$ cat src/rtl/loader_pkg.sv
// Shared definitions for the program loader: FSM states, stream framing
// constants and the write-address helper.
package loader_pkg;

   typedef enum logic [2:0] {
      HDR0  = 3'd0,
      HDR1  = 3'd1,
      DATA  = 3'd2,
      WRITE = 3'd3,
      CHK   = 3'd4,
      DONE  = 3'd5,
      ERR   = 3'd6
   } state_t;

   localparam int HDR_BYTES           = 2;   // big-endian word count
   localparam int CHK_BYTES           = 1;   // XOR of all data bytes
   localparam int BYTES_PER_WORD      = 4;
   localparam int DEPTH_WORDS_DEFAULT = 64;

   // Byte address of word idx; wraps modulo 2^32.
   function automatic logic [31:0] word_addr(input logic [31:0] base, input logic [15:0] idx);
      return base + {14'd0, idx, 2'b00};
   endfunction

endpackage

$ cat src/rtl/program_loader_if.sv
// Byte-stream handshake plus instruction-memory write bus of the loader.
interface program_loader_if;

   logic [7:0]  in_data;
   logic        in_valid;
   logic        in_ready;
   logic        memwrite;
   logic [31:0] dataadr;
   logic [31:0] writedata;

   // master: stream source / memory sink side
   modport master (
      output in_data, in_valid,
      input  in_ready, memwrite, dataadr, writedata
   );

   // slave: the loader itself
   modport slave (
      input  in_data, in_valid,
      output in_ready, memwrite, dataadr, writedata
   );

endinterface

$ cat src/rtl/word_assembler.sv
// Packs accepted data bytes MSB-first into a 32-bit word, tracks the byte
// position inside the current word and keeps the running XOR checksum.
module word_assembler
   import loader_pkg::*;
(
   input  logic        clk,
   input  logic        reset_ni,
   input  logic        byte_en_i,
   input  logic [7:0]  byte_i,
   output logic [31:0] word_o,
   output logic        last_byte_o,
   output logic [7:0]  csum_o
);

   logic [31:0] word_q, word_d;
   logic [1:0]  cnt_q,  cnt_d;
   logic [7:0]  csum_q, csum_d;

   // Shift in the new byte, advance the position, fold it into the checksum.
   always_comb begin
      word_d = word_q;
      cnt_d  = cnt_q;
      csum_d = csum_q;
      if (byte_en_i) begin
         word_d = {word_q[23:0], byte_i};
         cnt_d  = cnt_q + 2'd1;
         csum_d = csum_q ^ byte_i;
      end
   end

   // Register update; a low reset drops any partially assembled word.
   always_ff @(posedge clk) begin
      if (!reset_ni) begin
         word_q <= '0;
         cnt_q  <= '0;
         csum_q <= '0;
      end else begin
         word_q <= word_d;
         cnt_q  <= cnt_d;
         csum_q <= csum_d;
      end
   end

   assign word_o      = word_q;
   assign last_byte_o = (cnt_q == 2'(BYTES_PER_WORD - 1));
   assign csum_o      = csum_q;

endmodule

$ cat src/rtl/program_loader.sv
// Loads a framed byte stream (count header, big-endian words, XOR checksum)
// into instruction memory and holds the processor in reset until the load
// has completed with a good checksum.
module program_loader
   import loader_pkg::*;
#(
   parameter logic [31:0] BASE_ADDR   = 32'h0000_0000,
   parameter int          DEPTH_WORDS = DEPTH_WORDS_DEFAULT
) (
   input  logic             clk,
   input  logic             reset,
   program_loader_if.slave  bus,
   output logic             cpu_reset,
   output logic             done,
   output logic             error
);

   state_t      state_q, state_d;
   logic [15:0] count_q, count_d;
   logic [15:0] idx_q,   idx_d;

   logic        accept;
   logic        xfer;
   logic        asm_en;
   logic        last_byte;
   logic        memwrite;
   logic [31:0] word;
   logic [7:0]  csum;

   word_assembler u_asm (
      .clk        (clk),
      .reset_ni   (reset),
      .byte_en_i  (asm_en),
      .byte_i     (bus.in_data),
      .word_o     (word),
      .last_byte_o(last_byte),
      .csum_o     (csum)
   );

   // in_ready is forced low while reset is held so nothing is taken then.
   assign accept       = (state_q == HDR0) || (state_q == HDR1) ||
                         (state_q == DATA) || (state_q == CHK);
   assign bus.in_ready = accept && reset;
   assign xfer         = bus.in_valid && bus.in_ready;

   // Next-state logic: header capture, word assembly, write, checksum check.
   always_comb begin
      state_d = state_q;
      count_d = count_q;
      idx_d   = idx_q;
      asm_en  = 1'b0;
      case (state_q)
         HDR0: if (xfer) begin
            count_d = {bus.in_data, 8'h00};
            state_d = HDR1;
         end
         HDR1: if (xfer) begin
            count_d = {count_q[15:8], bus.in_data};
            if ({16'd0, count_d} > 32'(DEPTH_WORDS)) state_d = ERR;
            else if (count_d == 16'd0)               state_d = CHK;
            else                                     state_d = DATA;
         end
         DATA: if (xfer) begin
            asm_en = 1'b1;
            if (last_byte) state_d = WRITE;
         end
         WRITE: begin
            idx_d   = idx_q + 16'd1;
            state_d = (idx_q + 16'd1 == count_q) ? CHK : DATA;
         end
         CHK: if (xfer) begin
            state_d = (bus.in_data == csum) ? DONE : ERR;
         end
         DONE, ERR: ;
         default: state_d = ERR;
      endcase
   end

   // State register; a low reset abandons any load in progress.
   always_ff @(posedge clk) begin
      if (!reset) begin
         state_q <= HDR0;
         count_q <= '0;
         idx_q   <= '0;
      end else begin
         state_q <= state_d;
         count_q <= count_d;
         idx_q   <= idx_d;
      end
   end

   // Write bus is quiet (all zeros) outside the single WRITE cycle.
   assign memwrite      = (state_q == WRITE);
   assign bus.memwrite  = memwrite;
   assign bus.dataadr   = memwrite ? word_addr(BASE_ADDR, idx_q) : 32'd0;
   assign bus.writedata = memwrite ? word : 32'd0;

   assign cpu_reset = (state_q != DONE);
   assign done      = (state_q == DONE);
   assign error     = (state_q == ERR);

endmodule

$ cat src/flat_wrapper.sv
// flat-port wrapper written by rule: the top's interface ports become plain ports
module program_loader_flat import loader_pkg::*;
#(
   parameter logic [31:0] BASE_ADDR   = 32'h0000_0000,
   parameter int          DEPTH_WORDS = DEPTH_WORDS_DEFAULT
)
  (clk, reset, cpu_reset, done, error, bus_in_data, bus_in_valid, bus_in_ready, bus_memwrite, bus_dataadr, bus_writedata);
  program_loader_if bus_i ();
  input  logic clk;
  input  logic reset;
  output logic cpu_reset;
  output logic done;
  output logic error;
  input wire logic [$bits(bus_i.in_data)-1:0] bus_in_data;
  input wire logic [$bits(bus_i.in_valid)-1:0] bus_in_valid;
  output wire logic [$bits(bus_i.in_ready)-1:0] bus_in_ready;
  output wire logic [$bits(bus_i.memwrite)-1:0] bus_memwrite;
  output wire logic [$bits(bus_i.dataadr)-1:0] bus_dataadr;
  output wire logic [$bits(bus_i.writedata)-1:0] bus_writedata;
  assign bus_i.in_data = bus_in_data;
  assign bus_i.in_valid = bus_in_valid;
  assign bus_in_ready = bus_i.in_ready;
  assign bus_memwrite = bus_i.memwrite;
  assign bus_dataadr = bus_i.dataadr;
  assign bus_writedata = bus_i.writedata;
  program_loader #(.BASE_ADDR(BASE_ADDR), .DEPTH_WORDS(DEPTH_WORDS)) u_core (.clk(clk), .reset(reset), .bus(bus_i), .cpu_reset(cpu_reset), .done(done), .error(error));
endmodule
$ cat config.mk
export PLATFORM = sky130hd
export DESIGN_NAME = program_loader_flat
export DESIGN_NICKNAME = d
export VERILOG_FILES = /design/src/rtl/loader_pkg.sv /design/src/rtl/program_loader_if.sv /design/src/rtl/word_assembler.sv /design/src/rtl/program_loader.sv /design/src/flat_wrapper.sv
export SDC_FILE = /design/constraint.sdc
export NUM_CORES = 1
export LEC_CHECK = 0
export ABC_AREA = 1
export CAP_MARGIN = 15
export CORE_AREA = 4 4 109 111
export CTS_BUF_LIST = sky130_fd_sc_hd__clkbuf_8 sky130_fd_sc_hd__clkbuf_16
export CTS_CLUSTER_SIZE = 10
export DETAILED_ROUTE_END_ITERATION = 7
export DIE_AREA = 0 0 113 115
export HOLD_SLACK_MARGIN = 0.08
export PLACE_DENSITY_LB_ADDON = 0.25
export SYNTH_ARGS = -nofsm -noshare
export SYNTH_HDL_FRONTEND = slang
export SYNTH_HIERARCHICAL = 1
export SYNTH_SLANG_ARGS = --single-unit
export TNS_END_PERCENT = 1
$ cat constraint.sdc
create_clock -name clk -period 2.07 [get_ports clk]
set_input_delay 0.5175 -clock clk [delete_from_list [all_inputs] [get_ports clk]]
set_output_delay 0.5175 -clock clk [all_outputs]
set_load 0.005 [all_outputs]
==> impl_metrics.env, run 1 <==
export IMPL_die_h_um=115
export IMPL_cts_root_buffer="clkbuf_8"
export IMPL_layout_drive_gt1_share_pct=18.0
export IMPL_clkLatencyLatePin_ps=370
export IMPL_drt_total_wl_um=11200
export IMPL_place_detailed_hpwl_um=7840
export IMPL_syn_avg_cell_area_um2=6.70
export IMPL_setup_tns_ps=-288
export IMPL_synth_area_leaders="dfxtp_1 (36%), nor2_1 (12%), nand2_1 (10%), inv_1 (7.2%), a21oi_1 (5.3%)"
export IMPL_async_flop_share_pct=0
export IMPL_synth_seq_area_share_pct=36.1
export IMPL_arrival_ps=1610
export IMPL_reg2regPathDepth=12
export IMPL_critPathLaunchType="flip-flop"
export IMPL_port_buffers=63
export IMPL_ioPinCount=80
export IMPL_fp_dieW_um=113
export IMPL_cts_tree="done"
export IMPL_core_area_um2=10800
export IMPL_place_congestion=0.874
export IMPL_dr_first_iter_drc_count=222
export IMPL_dp_cells=841
export IMPL_antenna_found_initial=0
export IMPL_reg2reg_slack_ps=90
export IMPL_status="complete, but fails checks"
export IMPL_period_share_pct=103
export IMPL_worst_path_max_fanout=16
export IMPL_r2r_start="u_core/idx_q[0]$_SDFFE_PN0P_"
export IMPL_violations="setup timing"
export IMPL_crit_type="reg -> out"
export IMPL_postCtsHoldBufs=0
export IMPL_hold_path_class="reg -> reg"
export IMPL_cts_sinks=77
export IMPL_synth_seq_cells=77
export IMPL_max_freq_mhz=469
export IMPL_numCtsBuffers=9
export IMPL_worst_slack_ps=-60.8
export IMPL_ys_flop_type="dfxtp_1"
export IMPL_ir_drop_mv=0.349
export IMPL_clock_path_buffers=2
export IMPL_regToRegEndpoint="u_core/state_q[2]$_SDFFE_PN0P_"
export IMPL_design_area_um2=5350
export IMPL_fin_nets=729
export IMPL_grt_start_max_net_pins=55
export IMPL_powerDensity_nw_per_um2=614
export IMPL_ant_nets=0
export IMPL_slew_headroom_pct=63.1
export IMPL_required_ps=1550
export IMPL_diodes=0
export IMPL_endpoint_kind="output pin"
export IMPL_floorplan_initialDensity_pct=39.6
export IMPL_cts_max_level=3
export IMPL_hp_start="u_core/count_q[0]$_SDFFE_PN0P_"
export IMPL_path_clk_slew_ps=80
export IMPL_syn_inst=638
export IMPL_grt_setup_unrepaired="true"
export IMPL_grt_util_all_layers_pct=17.6
export IMPL_fin_worst_hold_slack_ps=476
export IMPL_drv_slew=0
export IMPL_rows=38
export IMPL_grt_pass1_vias=3845
export IMPL_finalSetupViolCount=8
export IMPL_max_cap_violations=0
export IMPL_fin_cells=861
export IMPL_synthDistinctLibCells=37
export IMPL_wl_per_cell_um=13.0
export IMPL_leakage_nw=2.32
export IMPL_num_fill_cells=1116
export IMPL_worstMarginPinSlew_ps=553
export IMPL_dpl_cell_area_um2=5100
export IMPL_yosys_warnings=6
export IMPL_p_total_w=0.00328
export IMPL_min_path_cells=2
export IMPL_skew_ps=9.81
export IMPL_synth_edf_count=0
export IMPL_min_period_ps=2130
export IMPL_gr_total_overflow=0
export IMPL_synth_top_area_share_pct=36.1
export IMPL_syn_to_final_growth_pct=25.1
export IMPL_drc_errors=0
export IMPL_via_count=4018
export IMPL_first_pass_iters=5
export IMPL_crit_start="u_core/state_q[0]$_SDFFE_PN0P_"
export IMPL_post_synth_top_area_cell="dfxtp_1"
export IMPL_syn_area_um2=4270
export IMPL_grt_pass1_wl_um=18500
export IMPL_viasPerCell=4.67
export IMPL_design_die_area_um2=13000
export IMPL_whs_endpoint="u_core/count_q[0]$_SDFFE_PN0P_"
export IMPL_hold_viol_final=0
==> sequential cells by signal, indices dropped and copies added, names as in the netlist <==
register / count
u_core/u_asm/word_o: 32
u_core/u_asm/cnt_q: 2
u_core/idx_q: 16
u_core/count_q: 16
u_core/state_q: 3
u_core/u_asm/csum_o: 8
==> final cells by class <==
class                   instances  area, um^2  share of cell area [%]
clock buffers                   9         124                    2.32
clock inverters                 7        98.8                    1.85
inverters                      87         335                    6.27
multi-input cells             446        2210                    41.4
flip-flops and latches         77        1550                    29.0
well taps                     140         175                    3.28
repair buffers                 95         848                    15.9
==> cells in the final DEF, fill, tap and decap left out, drive strengths merged, types with 2 or more instances in the layout <==
master / count
xnor3: 5
clkdlybuf4s15: 12
nor3: 4
inv: 86
conb: 16
o211ai: 5
dfxtp: 77
a21oi: 47
clkinv: 5
xnor2: 9
clkdlybuf4s50: 12
nand3: 30
nand4: 9
nand2: 117
ha: 2
bufinv: 2
xor2: 6
buf: 39
nor2: 141
dlygate4sd2: 9
nor4: 3
o21ai: 49
clkbuf: 30
==> cells in the mapped netlist (8+ instances only) <==
master	n
a21oi_1	45
buf_4	20
buf_6	9
clkbuf_1	8
dfxtp_1	77
inv_1	82
nand2_1	115
nand3_1	30
nand4_1	9
nor2_1	134
o21ai_0	26
o21ai_1	22
xnor2_1	9
==> worst max-delay path, stage by stage (launching register included) <==
cell	delay, ps
dfxtp_2	340
nand2_2	70
nor2_4	140
buf_8	170
clkdlybuf4s50_1	510
==> stage by stage <==
| step | utilization (%) | worst slack [ps] |
|---|---|---|
| final | 49.5 | -60.8 |
| after global placement | 47.3 | -165 |
| after CTS | 49.8 | -197 |
| after detailed placement | 47.3 | -185 |
| after floorplan | - | 147 |
| after global routing | 49.5 | -140 |
==> worst max-delay path by stage <==
| stage | endpoint | slack, ps | depth (start not counted) |
|---|---|---|---|
| after floorplan | bus_writedata[10] | 150 | 7 |
| after global placement | bus_in_ready | -160 | 4 |
| after detailed placement | bus_in_ready | -190 | 4 |
| after CTS | error | -200 | 5 |
| after global routing | bus_writedata[0] | -140 | 7 |
| final | bus_memwrite | -60 | 4 |
==> logic make-up after synthesis <==
group	count (synthesis)	synth area share, %
adder cells (fa/ha/maj)	2	0.586
AO/OA/AOI/OAI	102	12.8
other	1	0.0878
AND/OR/NAND/NOR	306	29.8
buffers and inverters	130	14.9
flip-flops	77	36.1
XOR/XNOR	20	5.71
==> what timing repair did <==
item | 4_1_cts | 5_1_grt
gates resized for setup | 111 | 62
pin swaps | 2 | 1
setup endpoints to repair | 53 | 53
setup buffers | 2 | 0
gates cloned | 2 | 0
==> power by group <==
group / total [W] / switching, W / internal (W) / leakage, nW
Combinational: 0.000418 / 0.000241 / 0.000177 / 1.58
Clock: 0.00129 / 0.000603 / 0.000684 / 0.110
Sequential: 0.00158 / 0.0000447 / 0.00153 / 0.626
Total: 0.00328 / 0.000889 / 0.00239 / 2.32
==> metal layers <==
metal / GRT usage [%] / up-vias / wire length, um
li1: - / 2122 / -
met1: 21.9 / 1786 / 5080
met2: 30.1 / 101 / 5400
met3: 4.58 / 9 / 594
met4: 4.89 / 0 / 125
met5: 0 / - / 0
Note: power is estimated with default switching activity, not from simulation.
==> inputs of run 2 (changes only) <==
--- a/config.mk
+++ b/config.mk
@@ -14,6 +14,7 @@
 export DIE_AREA = 0 0 113 115
 export HOLD_SLACK_MARGIN = 0.08
 export PLACE_DENSITY_LB_ADDON = 0.25
+export SLEW_MARGIN = 0
 export SYNTH_ARGS = -nofsm -noshare
 export SYNTH_HDL_FRONTEND = slang
 export SYNTH_HIERARCHICAL = 1
==> results of run 2 <==
The final DEF is identical to that of run 1; final timing and power are the same.
==> inputs of run 3 (changes only) <==
--- a/config.mk
+++ b/config.mk
@@ -7,11 +7,11 @@
 export LEC_CHECK = 0
 export ABC_AREA = 1
 export CAP_MARGIN = 15
-export CORE_AREA = 4 4 109 111
+export CORE_AREA = 2 2 107 109
 export CTS_BUF_LIST = sky130_fd_sc_hd__clkbuf_8 sky130_fd_sc_hd__clkbuf_16
 export CTS_CLUSTER_SIZE = 10
 export DETAILED_ROUTE_END_ITERATION = 7
-export DIE_AREA = 0 0 113 115
+export DIE_AREA = 0 0 109 111
 export HOLD_SLACK_MARGIN = 0.08
 export PLACE_DENSITY_LB_ADDON = 0.25
 export SLEW_MARGIN = 0
==> run 3 against run 2 <==
The flow still finishes with violations (setup timing). Sequential share of layout area is 0.73 points lower. Hold slack better by 4.6 ps. Cell count is 0.70% higher. Die area is 6.9% lower. Via count is 1.2% higher. Count of clock-buffer cells in the layout stayed put. Maximum frequency is 3.7% lower. First-iteration DRC count is 9.0% higher. Highest routed layer unchanged. Routed wire length is 4.3% lower. Non-clock buffer count is 3 higher. Register-to-register slack hardly changed.
==> impl_metrics.env, run 3 (same netlist as run 1, synthesis figures left out) <==
export IMPL_status="complete, but fails checks"
export IMPL_violations="setup timing"
export IMPL_fin_cells=867
export IMPL_critPathLaunchType="flip-flop"
export IMPL_num_fill_cells=1127
export IMPL_arrival_ps=1690
export IMPL_min_period_ps=2210
export IMPL_largest_reg_flops=32
export IMPL_comb_power_share_pct=11.4
export IMPL_reg2regPathDepth=13
export IMPL_cts_root_buffer="clkbuf_16"
export IMPL_core_area_um2=11100
export IMPL_cts_setup_buffers=0
export IMPL_drt_total_wl_um=10700
export IMPL_via_count=4068
export IMPL_die_h_um=111
export IMPL_grt_util_all_layers_pct=18.9
export IMPL_drc_errors=0
export IMPL_cts_tree="done"
export IMPL_dr_first_iter_drc_count=242
export IMPL_ir_drop_mv=0.400
export IMPL_regToRegEndpoint="u_core/state_q[2]$_SDFFE_PN0P_"
export IMPL_ioPinCount=80
export IMPL_reg2reg_slack_ps=100
export IMPL_place_congestion=0.825
export IMPL_rows=39
export IMPL_hold_viol_final=0
export IMPL_worst_path_max_fanout=24
export IMPL_design_die_area_um2=12100
export IMPL_antenna_found_initial=0
export IMPL_worst_slack_ps=-142
export IMPL_grt_pass1_wl_um=18400
export IMPL_max_cap_violations=0
export IMPL_wl_per_cell_um=12.4
export IMPL_crit_start="u_core/state_q[1]$_SDFFE_PN0P_"
export IMPL_clock_path_buffers=2
export IMPL_place_detailed_hpwl_um=7820
export IMPL_floorplan_initialDensity_pct=38.6
export IMPL_layout_drive_gt1_share_pct=12.4
export IMPL_leakage_nw=2.50
export IMPL_power_switching_w=0.000940
export IMPL_drv_slew=0
export IMPL_viasPerCell=4.69
export IMPL_port_buffers=63
export IMPL_grt_setup_unrepaired="true"
export IMPL_power_share_switching_pct=26.2
export IMPL_skew_ps=10.1
export IMPL_cts_max_level=3
export IMPL_clkLatencyLatePin_ps=340
export IMPL_worstSetupEndpoint="bus_dataadr[13]"
export IMPL_ant_nets=0
export IMPL_p_total_w=0.00359
export IMPL_max_freq_mhz=452
export IMPL_p_int_w=0.00265
export IMPL_finalSetupViolCount=7
export IMPL_hold_path_class="reg -> reg"
export IMPL_clock_power_share_pct=44.6
export IMPL_syn_to_final_growth_pct=28.0
export IMPL_required_ps=1550
export IMPL_fin_worst_hold_slack_ps=480
export IMPL_numCtsBuffers=9
export IMPL_fp_dieW_um=109
export IMPL_endpoint_kind="output pin"
export IMPL_cts_sinks=77
export IMPL_path_clk_slew_ps=60
export IMPL_diodes=0
export IMPL_gr_total_overflow=0
export IMPL_crit_type="reg -> out"
export IMPL_dpl_cell_area_um2=5130
export IMPL_layout_commonest_cell="nor2_1"
export IMPL_powerDensity_nw_per_um2=656
export IMPL_design_area_um2=5470
export IMPL_layout_common_cells="nor2_1 (123), nand2_1 (113), inv_1 (81)"
export IMPL_period_share_pct=107
export IMPL_fin_nets=732
export IMPL_p_seq_share_pct=44.0
export IMPL_r2r_start="u_core/idx_q[0]$_SDFFE_PN0P_"
export IMPL_grt_start_max_net_pins=40
export IMPL_first_pass_iters=4
export IMPL_dp_cells=851
export IMPL_grt_pass1_vias=3960
export IMPL_setup_tns_ps=-816
## run 3: power groups by stage
stage	sequential (W)	combinational [W]	clock (W)
6_report	0.00158	0.000408	0.00160
5_1_grt	0.00159	0.000459	0.00172
4_1_cts	0.00158	0.000407	0.00163
3_5_place_dp	0.00161	0.000402	0
3_3_place_gp	0.00161	0.000396	0
2_1_floorplan	0.00160	0.000289	0
## run 3: stage by stage
| step | setup slack, ps | utilization, % |
|---|---|---|
| 3_3_place_gp | -159 | 46.3 |
| 6_report | -142 | 49.4 |
| 3_5_place_dp | -187 | 46.3 |
| 4_1_cts | -200 | 48.9 |
| 2_1_floorplan | 147 | - |
| 5_1_grt | -232 | 49.4 |
## run 3: routing by layer
layer  routed length (um)  track usage (%)  up-vias
met5                    0                0        -
met4                  168             5.73        0
met3                  453             5.17       13
met2                 5120             31.8       87
met1                 4980             23.3     1835
li1                     -                -     2133
## run 3: layout make-up
type                    instances  area [um^2]  share of cell area, %
multi-input cells             446         2200                   40.2
repair buffers                 98          913                   16.7
clock inverters                 7         75.1                   1.37
flip-flops and latches         77         1550                   28.3
clock buffers                   9          225                   4.12
inverters                      87          330                   6.04
well taps                     143          179                   3.27
## run 3: worst max-delay path, stage by stage, from the launching register on
cell and delay (ps):
dfxtp_2 330, nand2_2 80, nor2_4 100, inv_2 80
buf_8 160, nor2_1 100, clkdlybuf4s50_1 500
## run 3: worst min-delay path by stage
stage                               startpoint                              end  slack (ps)  cells after the start
5_1_grt        u_core/count_q[11]$_SDFFE_PN0P_  u_core/count_q[11]$_SDFFE_PN0P_         500                      2
3_3_place_gp   u_core/count_q[11]$_SDFFE_PN0P_  u_core/count_q[11]$_SDFFE_PN0P_         460                      2
4_1_cts         u_core/count_q[0]$_SDFFE_PN0P_   u_core/count_q[0]$_SDFFE_PN0P_         480                      2
2_1_floorplan  u_core/count_q[11]$_SDFFE_PN0P_  u_core/count_q[11]$_SDFFE_PN0P_         440                      2
3_5_place_dp    u_core/count_q[0]$_SDFFE_PN0P_   u_core/count_q[0]$_SDFFE_PN0P_         470                      2
6_report        u_core/count_q[6]$_SDFFE_PN0P_   u_core/count_q[6]$_SDFFE_PN0P_         480                      2
## run 3: repair_timing
item                                    4_1_cts  5_1_grt
endpoints found under the setup margin       53       43
hold buffers                                  0        0
resized for setup                            48       30
